[src/rtl/mem_access_stage.sv]
// rtl/mem_access_stage.sv - memory-access stage: execute bundle in, AXI4-Lite load/store, writeback bundle out
// Optional feature macro LSU_MISALIGN_TRAP_EN: trap misaligned accesses without touching the bus.
module mem_access_stage #(
  parameter logic [31:0] RESET_PC = 32'h8000_0000,
  parameter int          ADDR_W   = 32
) (
  input  logic              clk,
  input  logic              rst,
  input  logic              s_valid,
  output logic              s_ready,
  input  logic              mvalidX,
  input  logic              mwenX,
  input  logic [7:0]        mwmaskX,
  input  logic [2:0]        mrtypeX,
  input  logic [ADDR_W-1:0] addrX,
  input  logic [ADDR_W-1:0] wdataX,
  input  logic [4:0]        rdX,
  input  logic [2:0]        rdregsrcX,
  input  logic [ADDR_W-1:0] pcX,
  output logic [ADDR_W-1:0] araddr,
  output logic              arvalid,
  input  logic              arready,
  input  logic [ADDR_W-1:0] rdata,
  input  logic [1:0]        rresp,
  input  logic              rvalid,
  output logic              rready,
  output logic [ADDR_W-1:0] awaddr,
  output logic              awvalid,
  input  logic              awready,
  output logic [ADDR_W-1:0] wdata,
  output logic [3:0]        wstrb,
  output logic              wvalid,
  input  logic              wready,
  input  logic [1:0]        bresp,
  input  logic              bvalid,
  output logic              bready,
  output logic              m_valid,
  input  logic              m_ready,
  output logic [ADDR_W-1:0] resultM,
  output logic [4:0]        rdM,
  output logic [2:0]        rdregsrcM,
  output logic [ADDR_W-1:0] pcM,
  output logic              bus_errM
);
  typedef enum logic [2:0] {IDLE, RD_ADDR, RD_DATA, WR_REQ, WR_RESP, WAIT_READY} state_t;

  state_t            state, state_nx;
  logic              aw_done, w_done;
  logic [ADDR_W-1:0] addr_q, wdata_q;
  logic [3:0]        mask_q;
  logic [2:0]        mrtype_q;
  logic [ADDR_W-1:0] shifted, load_val;
  logic              trap;
  logic              unused_mask_hi;

  assign unused_mask_hi = ^mwmaskX[7:4];

`ifdef LSU_MISALIGN_TRAP_EN
  logic is_half, is_word;
  always_comb begin
    is_half = 1'b0;
    is_word = 1'b0;
    // Stores are sized by their byte mask, loads by their type.
    if (mwenX) begin
      is_word = mwmaskX[3];
      is_half = mwmaskX[1] && !mwmaskX[3];
    end else begin
      is_word = (mrtypeX == 3'd2);
      is_half = (mrtypeX == 3'd1) || (mrtypeX == 3'd5);
    end
  end
  assign trap = mvalidX && ((is_word && (addrX[1:0] != 2'b00)) || (is_half && addrX[0]));
`else
  assign trap = 1'b0;
`endif

  assign s_ready = (state == IDLE);
  assign m_valid = (state == WAIT_READY);
  assign araddr  = {addr_q[ADDR_W-1:2], 2'b00};
  assign awaddr  = {addr_q[ADDR_W-1:2], 2'b00};
  assign wstrb   = mask_q << addr_q[1:0];
  assign wdata   = wdata_q << {addr_q[1:0], 3'b000};
  assign shifted = rdata >> {addr_q[1:0], 3'b000};

  always_comb begin
    load_val = shifted;
    case (mrtype_q)
      3'd0:    load_val = {{24{shifted[7]}}, shifted[7:0]};
      3'd1:    load_val = {{16{shifted[15]}}, shifted[15:0]};
      3'd4:    load_val = {24'd0, shifted[7:0]};
      3'd5:    load_val = {16'd0, shifted[15:0]};
      default: load_val = shifted;
    endcase
  end

  always_comb begin
    state_nx = state;
    arvalid  = 1'b0;
    rready   = 1'b0;
    awvalid  = 1'b0;
    wvalid   = 1'b0;
    bready   = 1'b0;
    case (state)
      IDLE: begin
        if (s_valid) begin
          if (!mvalidX || trap) state_nx = WAIT_READY;
          else if (mwenX)       state_nx = WR_REQ;
          else                  state_nx = RD_ADDR;
        end
      end
      RD_ADDR: begin
        arvalid = 1'b1;
        if (arready) state_nx = RD_DATA;
      end
      RD_DATA: begin
        rready = 1'b1;
        if (rvalid) state_nx = WAIT_READY;
      end
      WR_REQ: begin
        awvalid = !aw_done;
        wvalid  = !w_done;
        if ((aw_done || awready) && (w_done || wready)) state_nx = WR_RESP;
      end
      WR_RESP: begin
        bready = 1'b1;
        if (bvalid) state_nx = WAIT_READY;
      end
      WAIT_READY: begin
        if (m_ready) state_nx = IDLE;
      end
      default: state_nx = IDLE;
    endcase
  end

  always_ff @(posedge clk) begin
    if (!rst) begin
      state     <= IDLE;
      aw_done   <= 1'b0;
      w_done    <= 1'b0;
      addr_q    <= '0;
      wdata_q   <= '0;
      mask_q    <= 4'd0;
      mrtype_q  <= 3'd0;
      resultM   <= '0;
      rdM       <= 5'd0;
      rdregsrcM <= 3'd0;
      pcM       <= RESET_PC;
      bus_errM  <= 1'b0;
    end else begin
      state <= state_nx;
      case (state)
        IDLE: begin
          if (s_valid) begin
            addr_q    <= addrX;
            wdata_q   <= wdataX;
            mask_q    <= mwmaskX[3:0];
            mrtype_q  <= mrtypeX;
            rdM       <= rdX;
            rdregsrcM <= rdregsrcX;
            pcM       <= pcX;
            aw_done   <= 1'b0;
            w_done    <= 1'b0;
            bus_errM  <= trap;
            if (!mvalidX || trap) resultM <= addrX;
          end
        end
        RD_DATA: begin
          if (rvalid) begin
            resultM  <= load_val;
            bus_errM <= (rresp != 2'b00);
          end
        end
        WR_REQ: begin
          if (awvalid && awready) aw_done <= 1'b1;
          if (wvalid && wready)   w_done  <= 1'b1;
        end
        WR_RESP: begin
          if (bvalid) begin
            resultM  <= addr_q;
            bus_errM <= (bresp != 2'b00);
          end
        end
        default: ;
      endcase
    end
  end
endmodule

[config.mk]
export PLATFORM = sky130hd
export DESIGN_NAME = mem_access_stage
export DESIGN_NICKNAME = d
export VERILOG_FILES = /design/src/rtl/mem_access_stage.sv
export SDC_FILE = /design/constraint.sdc
export NUM_CORES = 1
export LEC_CHECK = 0
export BUFFER_PORTS_ARGS = -buffer_cell sky130_fd_sc_hd__buf_4
export CELL_PAD_IN_SITES_DETAIL_PLACEMENT = 1
export CELL_PAD_IN_SITES_GLOBAL_PLACEMENT = 1
export CORE_ASPECT_RATIO = 1.25
export CORE_UTILIZATION = 30
export CTS_CLUSTER_SIZE = 8
export DETAILED_ROUTE_END_ITERATION = 8
export PLACE_DENSITY_LB_ADDON = 0.1
export SYNTH_ARGS = -nofsm -noshare
export SYNTH_HDL_FRONTEND = slang
export SYNTH_SLANG_ARGS = --single-unit
[constraint.sdc]
create_clock -name clk -period 2 [get_ports clk]
set_clock_uncertainty 0.2 [all_clocks]
set_input_delay 0.4 -clock clk [delete_from_list [all_inputs] [get_ports clk]]
set_output_delay 0.4 -clock clk [all_outputs]
set_load 0.01 [all_outputs]
==> results of run 1 <==
[state kept, by name, summed over array words and instances (netlist names)]
name       count
aw_done        1
state          3
rdregsrcM      3
bus_errM       1
w_done         1
mrtype_q       3
wdata_q       32
pcM           32
addr_q        32
mask_q         4
rdM            5
resultM       32
[synthesized netlist by cell type]
library cell	number
nand2_1	259
dfxtp_1	149
a21boi_0	100
buf_4	68
o21ai_0	48
clkbuf_1	45
mux2i_1	36
buf_2	32
a21oi_1	31
o21ai_1	28
a22o_1	24
nor2_1	23
a221oi_1	17
o22ai_1	15
nor2b_1	14
a211oi_1	11
and2_1	11
a21boi_1	10
a31oi_1	10
a222oi_1	8
a22oi_1	7
mux2_2	7
o211ai_1	7
inv_1	4
nand3_1	4
buf_1	3
nand2b_1	3
nor3_1	3
nor3b_1	2
a211o_1	1
a21oi_2	1
a32oi_1	1
conb_1	1
mux2_4	1
nand4b_1	1
nand4bb_1	1
nor3_2	1
o211a_1	1
o21a_1	1
o221a_2	1
o221ai_1	1
o311a_1	1
o31ai_4	1
[final cells by class]
| cell class | count | area (sq um) |
|---|---|---|
| Tap cell | 335 | 419 |
| Fill cell | 2980 | 13200 |
| Timing Repair Buffer | 419 | 3690 |
| Antenna cell | 2 | 5.00 |
| Clock buffer | 17 | 425 |
| Inverter | 4 | 15.0 |
| Clock inverter | 15 | 204 |
| Sequential cell | 149 | 3000 |
| Multi-Input combinational cell | 695 | 4490 |
[metal layers]
| layer | GRT usage | wire, um | vias up |
|---|---|---|---|
| met3 | 0.0540 | 1940 | 30 |
| met4 | 0.0663 | 554 | 2 |
| met5 | 0 | 18 | - |
| li1 | - | - | 3990 |
| met2 | 0.407 | 16700 | 231 |
| met1 | 0.268 | 12800 | 3991 |
[critical path: stages, from the launching register on]
cell	delay, ns
dfxtp_4	0.38
buf_12	0.15
buf_16	0.16
mux2i_4	0.26
a21oi_2	0.09
buf_4	0.15
[cell families after synthesis]
kind of cell | count (synthesis) | share of synthesized area
other | 1 | 0.000477
flip-flops | 149 | 0.379
buffers and inverters | 152 | 0.110
multiplexers | 44 | 0.0578
AND/OR/NAND/NOR | 322 | 0.167
AO/OA/AOI/OAI | 325 | 0.285
[timing repair]
item,in CTS,in global routing
buffers inserted,17,8
endpoints found under the setup margin,73,77
hold buffers,1,0
pin swaps,8,16
resized for setup,63,70
hold endpoints to repair,1,0
cloned,6,6
[report_power, final]
group          total [mW]  switching (mW)  internal, mW
combinational        6.17            3.15          3.03
clock                3.52            1.49          2.03
sequential           4.04           0.490          3.55
[through the flow]
step	power (mW)	hold WS [ns]	setup TNS, ns	cells
2_1_floorplan	6.87	0.239	0	996
3_3_place_gp	9.22	0.247	-0.411	1565
3_5_place_dp	9.30	0.257	-0.700	1565
4_1_cts	13.4	0.00420	-4.85	1621
5_1_grt	14.6	0.0147	-12.29	1635
6_report	13.7	0.0230	-7.59	1636
[how the worst max path moves through the flow]
| stage | endpoint | cells past startpoint |
|---|---|---|
| 3_5_place_dp | resultM[15]$_SDFFE_PN0P_ | 6 |
| 3_3_place_gp | resultM[15]$_SDFFE_PN0P_ | 6 |
| 2_1_floorplan | wdata[24] | 6 |
| 4_1_cts | wdata[28] | 6 |
| 5_1_grt | wdata[20] | 5 |
| 6_report | wdata[28] | 5 |
==> results.tsv, run 1 <==
metric	value	unit
Synth area leaders	dfxtp_1, nand2_1, a21boi_0, buf_4, mux2i_1	
internal reg-to-reg setup slack	-0.15	ns
most frequent cells in the layout	buf_4, nand2_1, dfxtp_1	
TritonCTS clock tree	built	
fraction of layout cells with a size suffix above 1	0.416	
syn_area_per_cell	7.92	sq um
FF+latch count, synth	149	
startpoint types	flop	
worst-margin pin slew	0.740	ns
Overflow after GRT	0	
failing checks	setup timing	
I/O Buffers	333	
Worst-path clk slew	0.08	ns
PnR worst setup slack	-0.213	ns
power per cell area	1120	nW/um^2
reg2reg end	resultM[17]$_SDFFE_PN0P_	
Post-route DRC	0	
sequential share of the synthesized area	0.379	
H-tree depth	4	
gr usage total	0.228	
worst reg-to-reg path cell count	8	
final hold viol count	0	
Via Count	8244	
crit path max fanout	7	
gpl congestion	0.794	
Pins Over Slew Limit	0	
initial antenna violation count	3	
setup repair after global routing missed its margin	yes	
post-route design area	12200	sq um
initial core utilization	0.309	
CTS root buf	clkbuf_16	
total CTS buffers	17	
critical path startpoint	addr_q[1]$_SDFFE_PN0P_	
die height	183	um
Hold Path Sink	rdregsrcM[2]$_SDFFE_PN0P_	
Yosys top cell area share	0.379	
first drt pass iteration count	7	
post-synth top area cell	dfxtp_1	
final worst-path cycle share	1.11	
largest net degree at the start of global routing	51	
Final #Nets	1448	
Post-Syn Area	7860	sq um
utilization after layout	0.481	
max_slew headroom	0.505	
placed cell areas	10500	sq um
row cnt	65	
Final ANT Viol Nets	0	
die area	26900	sq um
WHS Path Cells	3	
WL/cell	19.6	um
post-DP HPWL	22200	um
1st-iter DRT viols	301	
reg2reg start	addr_q[1]$_SDFFE_PN0P_	
total of max-cap violations	0	
CTS max path bufs	2	
Gate Count Post-Synth	993	
Yosys warning total	0	
routed wire length	32000	um
hold path startpoint	rdregsrcX[2]	
vias per inst	5.04	
Synth-to-Final Area Change	55.7	%
commonest non-fill, non-tap cell in the layout	buf_4	
CTS Sinks	149	
core region area	25500	sq um
first-pass GRT wire length	47300	um
vias in the first global route	8241	
worst hold-check path type	input port to flop	
final worst path period need	2.21	ns
LEAKAGE	5.16	nW
CP Capture Type	primary output	
fmax	452	MHz
VDD IR-drop max	0.506	mV
Worst-Skew Late Latency	0.42	ns
Cell variety after synth	43	
die width	147	um
outcome	finished, violations left	
final setup violation count	57	
Crit Path Category	flop to primary output	
crit path DAT	1.61	ns
IO Pins	342	
Crit path required time	1.40	ns
pre-CTS WS	-0.114	ns
Power figures use the tool's default switching activity.
==> run 2, diff against run 1 <==
--- a/config.mk
+++ b/config.mk
@@ -13,6 +13,7 @@
 export CTS_CLUSTER_SIZE = 8
 export DETAILED_ROUTE_END_ITERATION = 8
 export PLACE_DENSITY_LB_ADDON = 0.1
+export RECOVER_POWER = 50
 export SYNTH_ARGS = -nofsm -noshare
 export SYNTH_HDL_FRONTEND = slang
 export SYNTH_SLANG_ARGS = --single-unit
==> run 2 against run 1 <==
- the run still ends with setup timing left
- utilization is 1.9 points lower
- cell area is 3.9% lower
- worst hold slack worse by 0.0017 ns
- register-to-register slack hardly changed
- non-clock buffer count stayed put
- final cell count stayed put
- sequential cell count stayed put
- power is 2.8% lower
- via count is 0.13% higher
- combinational power is 6.0% lower
==> results.tsv, run 2 (synthesized netlist as in run 1, its figures left out) <==
metric	value	unit	change
outcome	finished, violations left		unchanged
failing checks	setup timing		unchanged
routed wire length	32000	um	about the same
Post-route DRC	0		unchanged
vias per inst	5.05		was 5.04
Via Count	8255		was 8244
worst-margin pin slew	0.739	ns	was 0.740 ns
Reg power frac	0.302		was 0.294
Pwr Total	13.4	mW	was 13.7 mW
CP Capture Type	primary output		unchanged
crit-path cells	buf_12, buf_16, mux2i_4, a21oi_2, buf_4		unchanged
core region area	25500	sq um	unchanged
max_slew headroom	0.505		about the same
I/O Buffers	333		unchanged
die width	147	um	unchanged
worst hold-check path type	input port to flop		unchanged
CTS Sinks	149		unchanged
final setup violation count	57		unchanged
Crit path required time	1.40	ns	about the same
crit path DAT	1.61	ns	about the same
1st-iter DRT viols	331		was 301
row cnt	65		unchanged
post-DP HPWL	22200	um	unchanged
gpl congestion	0.794		unchanged
LEAKAGE	4.64	nW	was 5.16 nW
Final #Nets	1448		unchanged
fraction of layout cells with a size suffix above 1	0.319		was 0.416
cell internal pwr	8.22	mW	was 8.60 mW
Worst-Skew Late Latency	0.42	ns	about the same
sum of negative setup slack	-7.57	ns	was -7.59 ns
startpoint types	flop		unchanged
final hold viol count	0		unchanged
largest net degree at the start of global routing	51		unchanged
vias in the first global route	8241		unchanged
initial antenna violation count	3		unchanged
Crit Path Category	flop to primary output		unchanged
fmax	452	MHz	about the same
Pins Over Slew Limit	0		unchanged
commonest non-fill, non-tap cell in the layout	nand2_1		was buf_4
total CTS buffers	17		unchanged
power per cell area	1140	nW/um^2	was 1120 nW/um^2
Max stage delay on crit path	0.38	ns	about the same
clock network fraction of design power	0.264		was 0.256
total of max-cap violations	0		unchanged
CTS max path bufs	2		unchanged
setup repair after global routing missed its margin	yes		unchanged
Sw Pwr	5.13	mW	about the same
Final ANT Viol Nets	0		unchanged
first drt pass iteration count	5		was 7
Worst-path clk slew	0.08	ns	about the same
gr usage total	0.228		unchanged
Comb pwr share	0.434		was 0.450
WL/cell	19.6	um	about the same
IO Pins	342		unchanged
Synth-to-Final Area Change	49.6	%	was 55.7%
VDD IR-drop max	0.507	mV	was 0.506 mV
slowest library cell on the worst path	dfxtp_4		unchanged
TritonCTS clock tree	built		unchanged
first-pass GRT wire length	47300	um	unchanged
PnR worst setup slack	-0.212	ns	was -0.213 ns
final worst path period need	2.21	ns	about the same
sw frac	0.384		was 0.374
Overflow after GRT	0		unchanged
die height	183	um	unchanged
initial core utilization	0.309		unchanged
most frequent cells in the layout	nand2_1, buf_4, dfxtp_1		was buf_4, nand2_1, dfxtp_1
H-tree depth	4		unchanged
CTS root buf	clkbuf_16		unchanged
crit path max fanout	7		unchanged
die area	26900	sq um	unchanged
final worst-path cycle share	1.11		about the same
## run 2: changes by cell type in the layout (fill, tap and decap cells not counted)
cell,previous run,this run
clkbuf_1,0,127
buf_4,368,241
## run 2: timing repair
item | 4_1_cts | 5_1_grt
pin swaps | 8 | 16
gates resized for setup | 63 | 70
setup endpoints to repair | 73 | 77
endpoints found under the hold margin | 1 | 0
hold buffers | 1 | 0
cloned | 6 | 6
buffers inserted | 17 | 8
## run 2: final timing paths
check | endpoint | cells after the start | slack [ns] | from
hold / removal | rdregsrcM[2]$_SDFFE_PN0P_ | 3 | 0.02 | rdregsrcX[2]
setup reg to reg | resultM[17]$_SDFFE_PN0P_ | 8 | -0.14 | addr_q[1]$_SDFFE_PN0P_
hold reg to reg | pcM[12]$_SDFFE_PN0P_ | 2 | 0.26 | pcM[12]$_SDFFE_PN0P_
setup / recovery | wdata[28] | 5 | -0.21 | addr_q[1]$_SDFFE_PN0P_
## run 2: routing by layer
metal	up-vias	GRT usage	part of all wire
met2	230	0.407	0.52
met4	2	0.0663	0.017
met3	29	0.0540	0.058
met5	-	0	0.00056
li1	3990	-	-
met1	4004	0.268	0.41
## run 2: stage by stage
step | util | instances | hold WS (ns) | cell area [sq um] | setup slack [ns]
after floorplan | - | 996 | 0.239 | 7870 | 0.0190
after global placement | 0.414 | 1565 | 0.247 | 10500 | -0.0684
after detailed placement | 0.414 | 1565 | 0.257 | 10500 | -0.114
after CTS | 0.459 | 1621 | 0.00420 | 11700 | -0.228
after global routing | 0.462 | 1635 | 0.0147 | 11800 | -0.269
final | 0.462 | 1636 | 0.0213 | 11800 | -0.212
## run 2: power by group through the flow
stage	clock [mW]	combinational, mW	sequential, mW
3_3_place_gp	0	5.16	4.05
5_1_grt	3.77	6.29	4.10
3_5_place_dp	0	5.23	4.07
6_report	3.53	5.80	4.03
2_1_floorplan	0	2.80	4.08
4_1_cts	3.63	5.72	4.02
## run 2: worst max-delay path: cells and delay by family (launching register included)
| kind | cells | cell delay, ns |
|---|---|---|
| muxes | 1 | 0.26 |
| DFF | 1 | 0.38 |
| buffers and inverters | 3 | 0.45 |
| AOI/OAI and AO/OA | 1 | 0.09 |
## run 2: final cells by class
class | count | area, sq um
Inverter | 4 | 15.0
Multi-Input combinational cell | 695 | 4490
Fill cell | 3072 | 13700
Clock buffer | 17 | 425
Sequential cell | 149 | 3000
Antenna cell | 2 | 5.00
Tap cell | 335 | 419
Timing Repair Buffer | 419 | 3210
Clock inverter | 15 | 204
